`src/rtl/pipe_stage_pkg.sv`:
```
// Shared constants for the pipeline stage register: FSM state encoding,
// occupancy counter width and a state-to-occupancy decode helper.
package pipe_stage_pkg;

    localparam int COUNT_W = 2;

    localparam logic [1:0] ST_EMPTY = 2'b00;
    localparam logic [1:0] ST_ONE   = 2'b01;
    localparam logic [1:0] ST_FULL  = 2'b10;

    // Number of entries held in a given state; the unused code reads as empty.
    function automatic logic [COUNT_W-1:0] state_count(input logic [1:0] st);
        logic [COUNT_W-1:0] cnt;
        case (st)
            ST_EMPTY: cnt = 2'd0;
            ST_ONE:   cnt = 2'd1;
            ST_FULL:  cnt = 2'd2;
            default:  cnt = 2'd0;
        endcase
        return cnt;
    endfunction

endpackage

```
`src/rtl/pipe_data_reg.sv`:
```
// WIDTH-bit data register with load enable and asynchronous active-low reset.
// Holds its value whenever LOAD is low, so idle stages do not toggle.
module pipe_data_reg #(
    parameter int               WIDTH       = 32,
    parameter logic [WIDTH-1:0] RESET_VALUE = {WIDTH{1'b0}}
) (
    input  logic             CLK,
    input  logic             RST_N,
    input  logic             LOAD,
    input  logic [WIDTH-1:0] D,
    output logic [WIDTH-1:0] Q
);

    // Capture D on LOAD, otherwise retain the stored word.
    always_ff @(posedge CLK or negedge RST_N) begin
        if (!RST_N) begin
            Q <= RESET_VALUE;
        end else if (LOAD) begin
            Q <= D;
        end else begin
            Q <= Q;
        end
    end

endmodule

```
`src/rtl/pipe_stage_reg.sv`:
```
// Pipeline stage register with valid/ready handshake, synchronous flush and
// an optional two-entry skid buffer. With SKID=1 IN_READY comes from a flop
// so the downstream ready path is cut; with SKID=0 the stage is a single
// register whose IN_READY is derived combinationally from OUT_READY.
module pipe_stage_reg
    import pipe_stage_pkg::*;
#(
    parameter int               WIDTH       = 32,
    parameter logic [WIDTH-1:0] RESET_VALUE = {WIDTH{1'b0}},
    parameter bit               SKID        = 1'b1
) (
    input  logic               CLK,
    input  logic               RST_N,
    input  logic               FLUSH,
    input  logic [WIDTH-1:0]   IN_DATA,
    input  logic               IN_VALID,
    output logic               IN_READY,
    output logic [WIDTH-1:0]   OUT_DATA,
    output logic               OUT_VALID,
    input  logic               OUT_READY,
    output logic [COUNT_W-1:0] COUNT
);

    logic [1:0]         state_r;
    logic [1:0]         state_nxt_s;
    logic               out_valid_r;
    logic [COUNT_W-1:0] count_r;
    logic               in_ready_r;
    logic               in_ready_s;
    logic               in_fire_s;
    logic               out_fire_s;
    logic               head_load_s;
    logic               skid_load_s;
    logic [WIDTH-1:0]   head_d_s;
    logic [WIDTH-1:0]   head_q_s;
    logic [WIDTH-1:0]   skid_q_s;

    // Upstream ready: a flop in skid mode, otherwise "empty or draining".
    generate
        if (SKID) begin : g_ready_reg
            assign in_ready_s = in_ready_r;
        end else begin : g_ready_comb
            assign in_ready_s = ~out_valid_r | OUT_READY;
        end
    endgenerate

    assign in_fire_s  = IN_VALID & in_ready_s;
    assign out_fire_s = out_valid_r & OUT_READY;

    // Next state and register load strobes. FLUSH empties the stage and
    // suppresses every load so a killed entry never reaches OUT_DATA.
    // Without a skid register the ONE state can only see in_fire together
    // with out_fire (IN_READY needs OUT_READY), so FULL is never entered.
    always_comb begin
        state_nxt_s = state_r;
        head_load_s = 1'b0;
        skid_load_s = 1'b0;
        if (FLUSH) begin
            state_nxt_s = ST_EMPTY;
        end else begin
            case (state_r)
                ST_EMPTY: begin
                    if (in_fire_s) begin
                        head_load_s = 1'b1;
                        state_nxt_s = ST_ONE;
                    end else begin
                        state_nxt_s = ST_EMPTY;
                    end
                end
                ST_ONE: begin
                    if (in_fire_s && out_fire_s) begin
                        head_load_s = 1'b1;
                        state_nxt_s = ST_ONE;
                    end else if (in_fire_s) begin
                        skid_load_s = 1'b1;
                        state_nxt_s = ST_FULL;
                    end else if (out_fire_s) begin
                        state_nxt_s = ST_EMPTY;
                    end else begin
                        state_nxt_s = ST_ONE;
                    end
                end
                ST_FULL: begin
                    if (out_fire_s) begin
                        head_load_s = 1'b1;
                        state_nxt_s = ST_ONE;
                    end else begin
                        state_nxt_s = ST_FULL;
                    end
                end
                default: begin
                    state_nxt_s = ST_EMPTY;
                end
            endcase
        end
    end

    // Head refills from the skid entry when draining FULL, else from upstream.
    always_comb begin
        if (state_r == ST_FULL) begin
            head_d_s = skid_q_s;
        end else begin
            head_d_s = IN_DATA;
        end
    end

    // State plus registered OUT_VALID, COUNT and IN_READY, all decoded from
    // the next state so they change together on the clock edge.
    always_ff @(posedge CLK or negedge RST_N) begin
        if (!RST_N) begin
            state_r     <= ST_EMPTY;
            out_valid_r <= 1'b0;
            count_r     <= 2'd0;
            in_ready_r  <= 1'b1;
        end else begin
            state_r     <= state_nxt_s;
            out_valid_r <= (state_nxt_s != ST_EMPTY);
            count_r     <= state_count(state_nxt_s);
            in_ready_r  <= (state_nxt_s != ST_FULL);
        end
    end

    pipe_data_reg #(
        .WIDTH       (WIDTH),
        .RESET_VALUE (RESET_VALUE)
    ) u_head (
        .CLK   (CLK),
        .RST_N (RST_N),
        .LOAD  (head_load_s),
        .D     (head_d_s),
        .Q     (head_q_s)
    );

    generate
        if (SKID) begin : g_skid
            pipe_data_reg #(
                .WIDTH       (WIDTH),
                .RESET_VALUE (RESET_VALUE)
            ) u_skid (
                .CLK   (CLK),
                .RST_N (RST_N),
                .LOAD  (skid_load_s),
                .D     (IN_DATA),
                .Q     (skid_q_s)
            );
        end else begin : g_no_skid
            assign skid_q_s = RESET_VALUE;
        end
    endgenerate

    assign IN_READY  = in_ready_s;
    assign OUT_DATA  = head_q_s;
    assign OUT_VALID = out_valid_r;
    assign COUNT     = count_r;

endmodule
```
`config.mk`:
```
export PLATFORM = sky130hd
export DESIGN_NAME = pipe_stage_reg
export DESIGN_NICKNAME = d
export VERILOG_FILES = /design/src/rtl/pipe_stage_pkg.sv /design/src/rtl/pipe_data_reg.sv /design/src/rtl/pipe_stage_reg.sv
export SDC_FILE = /design/constraint.sdc
export NUM_CORES = 1
export LEC_CHECK = 0
export CAP_MARGIN = 10
export CORE_AREA = 3 3 92 94
export CTS_CLUSTER_SIZE = 25
export DETAILED_ROUTE_END_ITERATION = 10
export DIE_AREA = 0 0 95 97
export MAX_ROUTING_LAYER = met4
export PLACE_DENSITY = 0.75
export SLEW_MARGIN = 10
export SYNTH_ARGS = -nofsm -noshare
export SYNTH_HDL_FRONTEND = slang
export SYNTH_HIERARCHICAL = 1
export SYNTH_SLANG_ARGS = --single-unit
```
`constraint.sdc`:
```
create_clock -name CLK -period 1.65 [get_ports CLK]
set_input_delay 0.33 -clock CLK [delete_from_list [all_inputs] [get_ports CLK]]
set_output_delay 0.33 -clock CLK [all_outputs]
set_load 0.01 [all_outputs]
```
# After elaboration in Yosys (flattened, before gate mapping)
# Cells that the tools add are included.
[word_totals]
reg_bits = 70
output_inout_bits = 36
in_bits = 37
elab_cells = 33
[op_classes]
eq_ne = 5
bitwise = 2
reduce_logical = 3
muxes = 17
[ops]
columns = ["cell", "count"]
rows = [
  ["32-bit 2-to-1 mux", 1],
  ["1-bit 2-to-1 mux", 9],
  ["2-bit 2-to-1 mux", 4],
  ["2-bit one-hot mux with 3 select lines", 1],
  ["2-bit by 1-bit equality test with 1-bit output, second input constant", 2],
  ["2-bit equality test, second input constant", 2],
  ["2-bit one-hot mux with 2 select lines", 1],
  ["1-bit one-hot mux with 3 select lines", 1],
  ["1-bit AND", 2],
  ["2-bit zero test", 1],
  ["2-bit inequality test, second input constant", 1],
  ["2-bit nonzero test", 1],
  ["1-bit logical AND", 1],
]

# Depth between registers and ports, before layout
[depth]
depth_word = 8
ltp_mapped = 8
ltp_nobuf = 6

# Modules after synthesis
# Netlist, hierarchy kept.
[by_module_without_submodules]
columns = ["module", "cells_per_inst", "n_inst", "seq_area_each_um2", "area_per_inst_um2"]
rows = [
  ["pipe_data_reg", 68, 2, 800.8, 1345.0],
  ["pipe_stage_reg", 71, 1, 151.4, 872.1],
]

# Worst setup path before layout
# Ideal clock, no wire load.
[synth_path]
path_kind = "reg2reg"
start = "register in_ready_r, in the netlist IN_READY"
end = "register u_head.Q[0]"
n_path_buf = 2
setup_ns = 0.125
period_less_slack_ns = 1.736
required_ns = 1.525
setup_slack_ns = -0.086
stages_incl_launch_ff = 9
t_arrival_ns = 1.611
path_cell_list = "dfstp_2 nand2_1 inv_1 ha_1 nand2_1 a21oi_1 buf_6 buf_12 mux2_4"
[synth_via]
elab_chain_cells = 5
word_cells_on_any_way = 6
cone_classes = "mux: 4; bitwise: 1; reduce/logical: 1"
[synth_rtl]
columns = ["element", "line_no", "text"]
rows = [
  ["start: declaration", "pipe_stage_reg.sv:28", "logic in_ready_r;"],
  ["start signal: assignment", "pipe_stage_reg.sv:119", "in_ready_r <= (state_nxt_s != ST_FULL);"],
  ["1-bit AND *", "pipe_stage_reg.sv:47", "assign in_fire_s = IN_VALID & in_ready_s;"],
  ["1-bit logical AND", "pipe_stage_reg.sv:71", "if (in_fire_s && out_fire_s) begin"],
  ["1-bit 2-to-1 mux", "pipe_stage_reg.sv:71", ""],
  ["1-bit one-hot mux with 3 select lines *", "pipe_stage_reg.sv:61", "case (state_r)"],
  ["1-bit 2-to-1 mux *", "pipe_stage_reg.sv:58", "if (FLUSH) begin"],
  ["via head_load_s", "pipe_stage_reg.sv:32", "logic head_load_s;"],
  ["end signal: assignment", "pipe_data_reg.sv:17", "Q <= RESET_VALUE;"],
  ["end signal: assignment", "pipe_data_reg.sv:19", "Q <= D;"],
  ["end signal: assignment", "pipe_data_reg.sv:21", "Q <= Q;"],
  ["end: declaration", "pipe_data_reg.sv:11", "output logic [WIDTH-1:0] Q"],
]
# The timed path passes the listed nets; every way through them passes the cells marked *.
# A chain may end at the register's enable or synchronous reset.

# Worst setup path in the final report
# Same ends and word-level chain as after synthesis.

==> results.ini <==
[clock_network]
clk_latency_ns = 0.34
cts_htree_levels = 3
cts-root-buf = clkbuf_8
cts_tree = built
numCtsBuffers = 9
clk_pin_slew_ns = 0.08
cts_max_path_buffers = 2
numClockSinks = 70

[floorplan]
die_height_um = 97
coreArea_um2 = 7730
ios = 73
start_util_pct = 46.1
die-area_um2 = 9220
num_rows = 32
dieWidth_um = 95

[place]
place_area_um2 = 4470
gp_congestion = 0.820
dpl.hpwl_um = 4520
io_buffers = 72

[setup_path]
crit_end = u_head/Q[0]$_DFFE_PN0P_
reg2reg_slack_ns = -0.09
cp-startpoint = IN_READY$_DFF_PN1_
worstPathRequired_ns = 1.87
crit_path_end_kind = flop
crit_path_start_kind = flop
r2r_cells = 8
critPathKind = reg -> reg
r2r_start = IN_READY$_DFF_PN1_
crit_fanout = 9
critPathArrivalTime_ns = 1.96
reg2reg_to = u_head/Q[0]$_DFFE_PN0P_

[layout]
utilization_pct = 63.7
drive_above_1_share_pct = 50.0
fillers = 565
nets = 347
final_design_area_no_fill_um2 = 4920
num_antenna_cells = 0
layout_common_cells = 94 x mux2_4, 69 x dfrtp_1, 68 x clkdlybuf4s50_1
syn_to_final_growth_pct = 38.1
layout_commonest_cell = mux2_4

[route]
wire_per_inst_um = 16.8
via_per_inst = 4.86
vias = 2012
drc = 0
firstDrtPassIters = 3
wl_um = 6950
postRouteAntennaNets = 0
first_iter_violations = 40

[yosys]
netlist_instances = 207
yosysWarningCount = 6
ys_seq_elements = 70
synth_cell_type_count = 22
yosysSeqAreaShare_pct = 49.2
synth_mux_area_share_pct = 40.1
syn_area_per_cell_um2 = 17.2
synth_top_family_by_area = multiplexers
synth-compound-area-share_pct = 1.86
yosys.area_share.simple_pct = 1.58
synth.cell_area_um2 = 3560
syn_nets = 246
synthAdderAreaFrac_pct = 0.702
synth_xor_area_share_pct = 0

[timing]
max_slew.worst_pin.slew_ns = 0.294
fin_crit_ns = 1.74
hold_viol_final = 0
rsz0062_at_grt = true
relSlewSlack_pct = 80.4
fmax_mhz = 573
slew_viol_final = 0
min_period_over_period_pct = 106
setup_viol = 57
skew_ns = 0.00895
worst_slack_ns = -0.0950

[global_route]
antenna_found_initial = 0
grt_max_degree = 38
grt_overflow_total = 0
track_usage_pct = 16.1
grt_pass1_vias = 2263
grt_pass1_wl_um = 11200

[status]
status = finished with violations
failed_checks = negative setup slack

[power_and_ir_drop]
p_leak_nw = 2.21
power_density_nw_per_um2 = 1280
vdd_ir_drop_max_mv = 0.616

[min_path]
worstHoldPathType = in -> async

[run]
max-cap-violations = 0

-- Yosys cell counts --
| cell | n | area share [%] |
|---|---|---|
| nor2_1 | 3 | 0.32 |
| a211oi_1 | 1 | 0.21 |
| and2b_2 | 1 | 0.25 |
| o21ai_0 | 1 | 0.14 |
| buf_12 | 9 | 5.1 |
| dfrtp_1 | 69 | 48 |
| nand2_1 | 5 | 0.53 |
| mux2_4 | 90 | 38 |
| nor2b_2 | 1 | 0.25 |
| mux2_2 | 6 | 1.9 |
| buf_1 | 1 | 0.11 |
| buf_6 | 3 | 0.95 |
| a211o_1 | 1 | 0.25 |
| ha_1 | 2 | 0.70 |
| a21o_2 | 1 | 0.25 |
| a22oi_1 | 1 | 0.21 |
| a32oi_1 | 1 | 0.25 |
| dfstp_2 | 1 | 0.74 |
| mux2i_1 | 1 | 0.28 |
| a21oi_1 | 4 | 0.56 |
| inv_1 | 4 | 0.42 |
| and3b_1 | 1 | 0.25 |
-- how the worst min path moves through the flow --
stage	depth (start not counted)	to	startpoint
final	2	g_skid.u_skid/Q[27]$_DFFE_PN0P_	RST_N
after CTS	2	OUT_VALID$_DFF_PN0_	RST_N
after detailed placement	1	OUT_VALID$_DFF_PN0_	RST_N
after floorplan	0	COUNT[0]$_DFF_PN0_	RST_N
after global placement	1	OUT_VALID$_DFF_PN0_	RST_N
after global routing	2	OUT_VALID$_DFF_PN0_	RST_N
-- worst max-delay path, cell delays in order (launching register included) --
cell	delay, ns
dfstp_2	0.55
nand2_4	0.07
inv_6	0.07
ha_4	0.13
nand2_4	0.05
a21oi_4	0.15
buf_6	0.15
buf_12	0.14
mux2_4	0.31
-- logic make-up (layout without fill, tap and decap cells) --
| family | count (synthesis) | after routing |
|---|---|---|
| buf+inv | 17 | 122 |
| simple gates | 11 | 11 |
| flops | 70 | 70 |
| compound gates | 10 | 10 |
| fa+ha+maj | 2 | 2 |
| mux | 97 | 97 |
-- through the flow --
| stage | hold WS (ns) | TNS, ns | setup slack [ns] | cells | total power, mW |
|---|---|---|---|---|---|
| detailed placement | 0.238 | -25.71 | -0.434 | 386 | 4.60 |
| floorplan | 0.0344 | -1.64 | -0.0284 | 207 | 3.77 |
| finish | 0.416 | -3.83 | -0.0950 | 414 | 6.30 |
| global placement | 0.235 | -24.11 | -0.399 | 386 | 4.53 |
| CTS | 0.405 | -3.99 | -0.110 | 408 | 6.32 |
| global route | 0.437 | -6.93 | -0.151 | 414 | 6.62 |
-- metal layers --
metal / wire, um / global-route usage [%]
met5: 0 / -
met3: 298 / 3.19
met4: 106 / 6.66
met1: 3040 / 20.3
met2: 3510 / 25.4
-- layout make-up --
| class | instances | area [um2] | share of cell area (%) |
|---|---|---|---|
| flip-flops and latches | 70 | 1750 | 35.6 |
| multi-input cells | 120 | 1660 | 33.8 |
| repair buffers | 103 | 1120 | 22.8 |
| well taps | 102 | 128 | 2.59 |
| clock buffers | 9 | 124 | 2.52 |
| clock inverters | 6 | 111 | 2.26 |
| inverters | 4 | 20.0 | 0.407 |
-- power by group --
group	switching [mW]	total, mW	leakage, nW	internal (mW)
Sequential	0.337	2.61	0.842	2.28
Combinational	0.590	2.04	1.26	1.45
Clock	0.650	1.65	0.115	0.996
Total	1.58	6.30	2.21	4.72
-- sequential cells by signal (all words and copies together) (netlist names) --
name             flops
COUNT                2
g_skid.u_skid/Q     32
IN_READY             1
state_r              2
OUT_VALID            1
u_head/Q            32
-- what timing repair did --
| action | in CTS | in global routing |
|---|---|---|
| setup buffers | 5 | 3 |
| cloned | 1 | 4 |
| hold buffers | 1 | 0 |
| endpoints found under the hold margin | 18 | 0 |
| endpoints found under the setup margin | 66 | 64 |
| resized for setup | 10 | 8 |
| pin swaps | 0 | 1 |
Power figures use the tool's default switching activity.
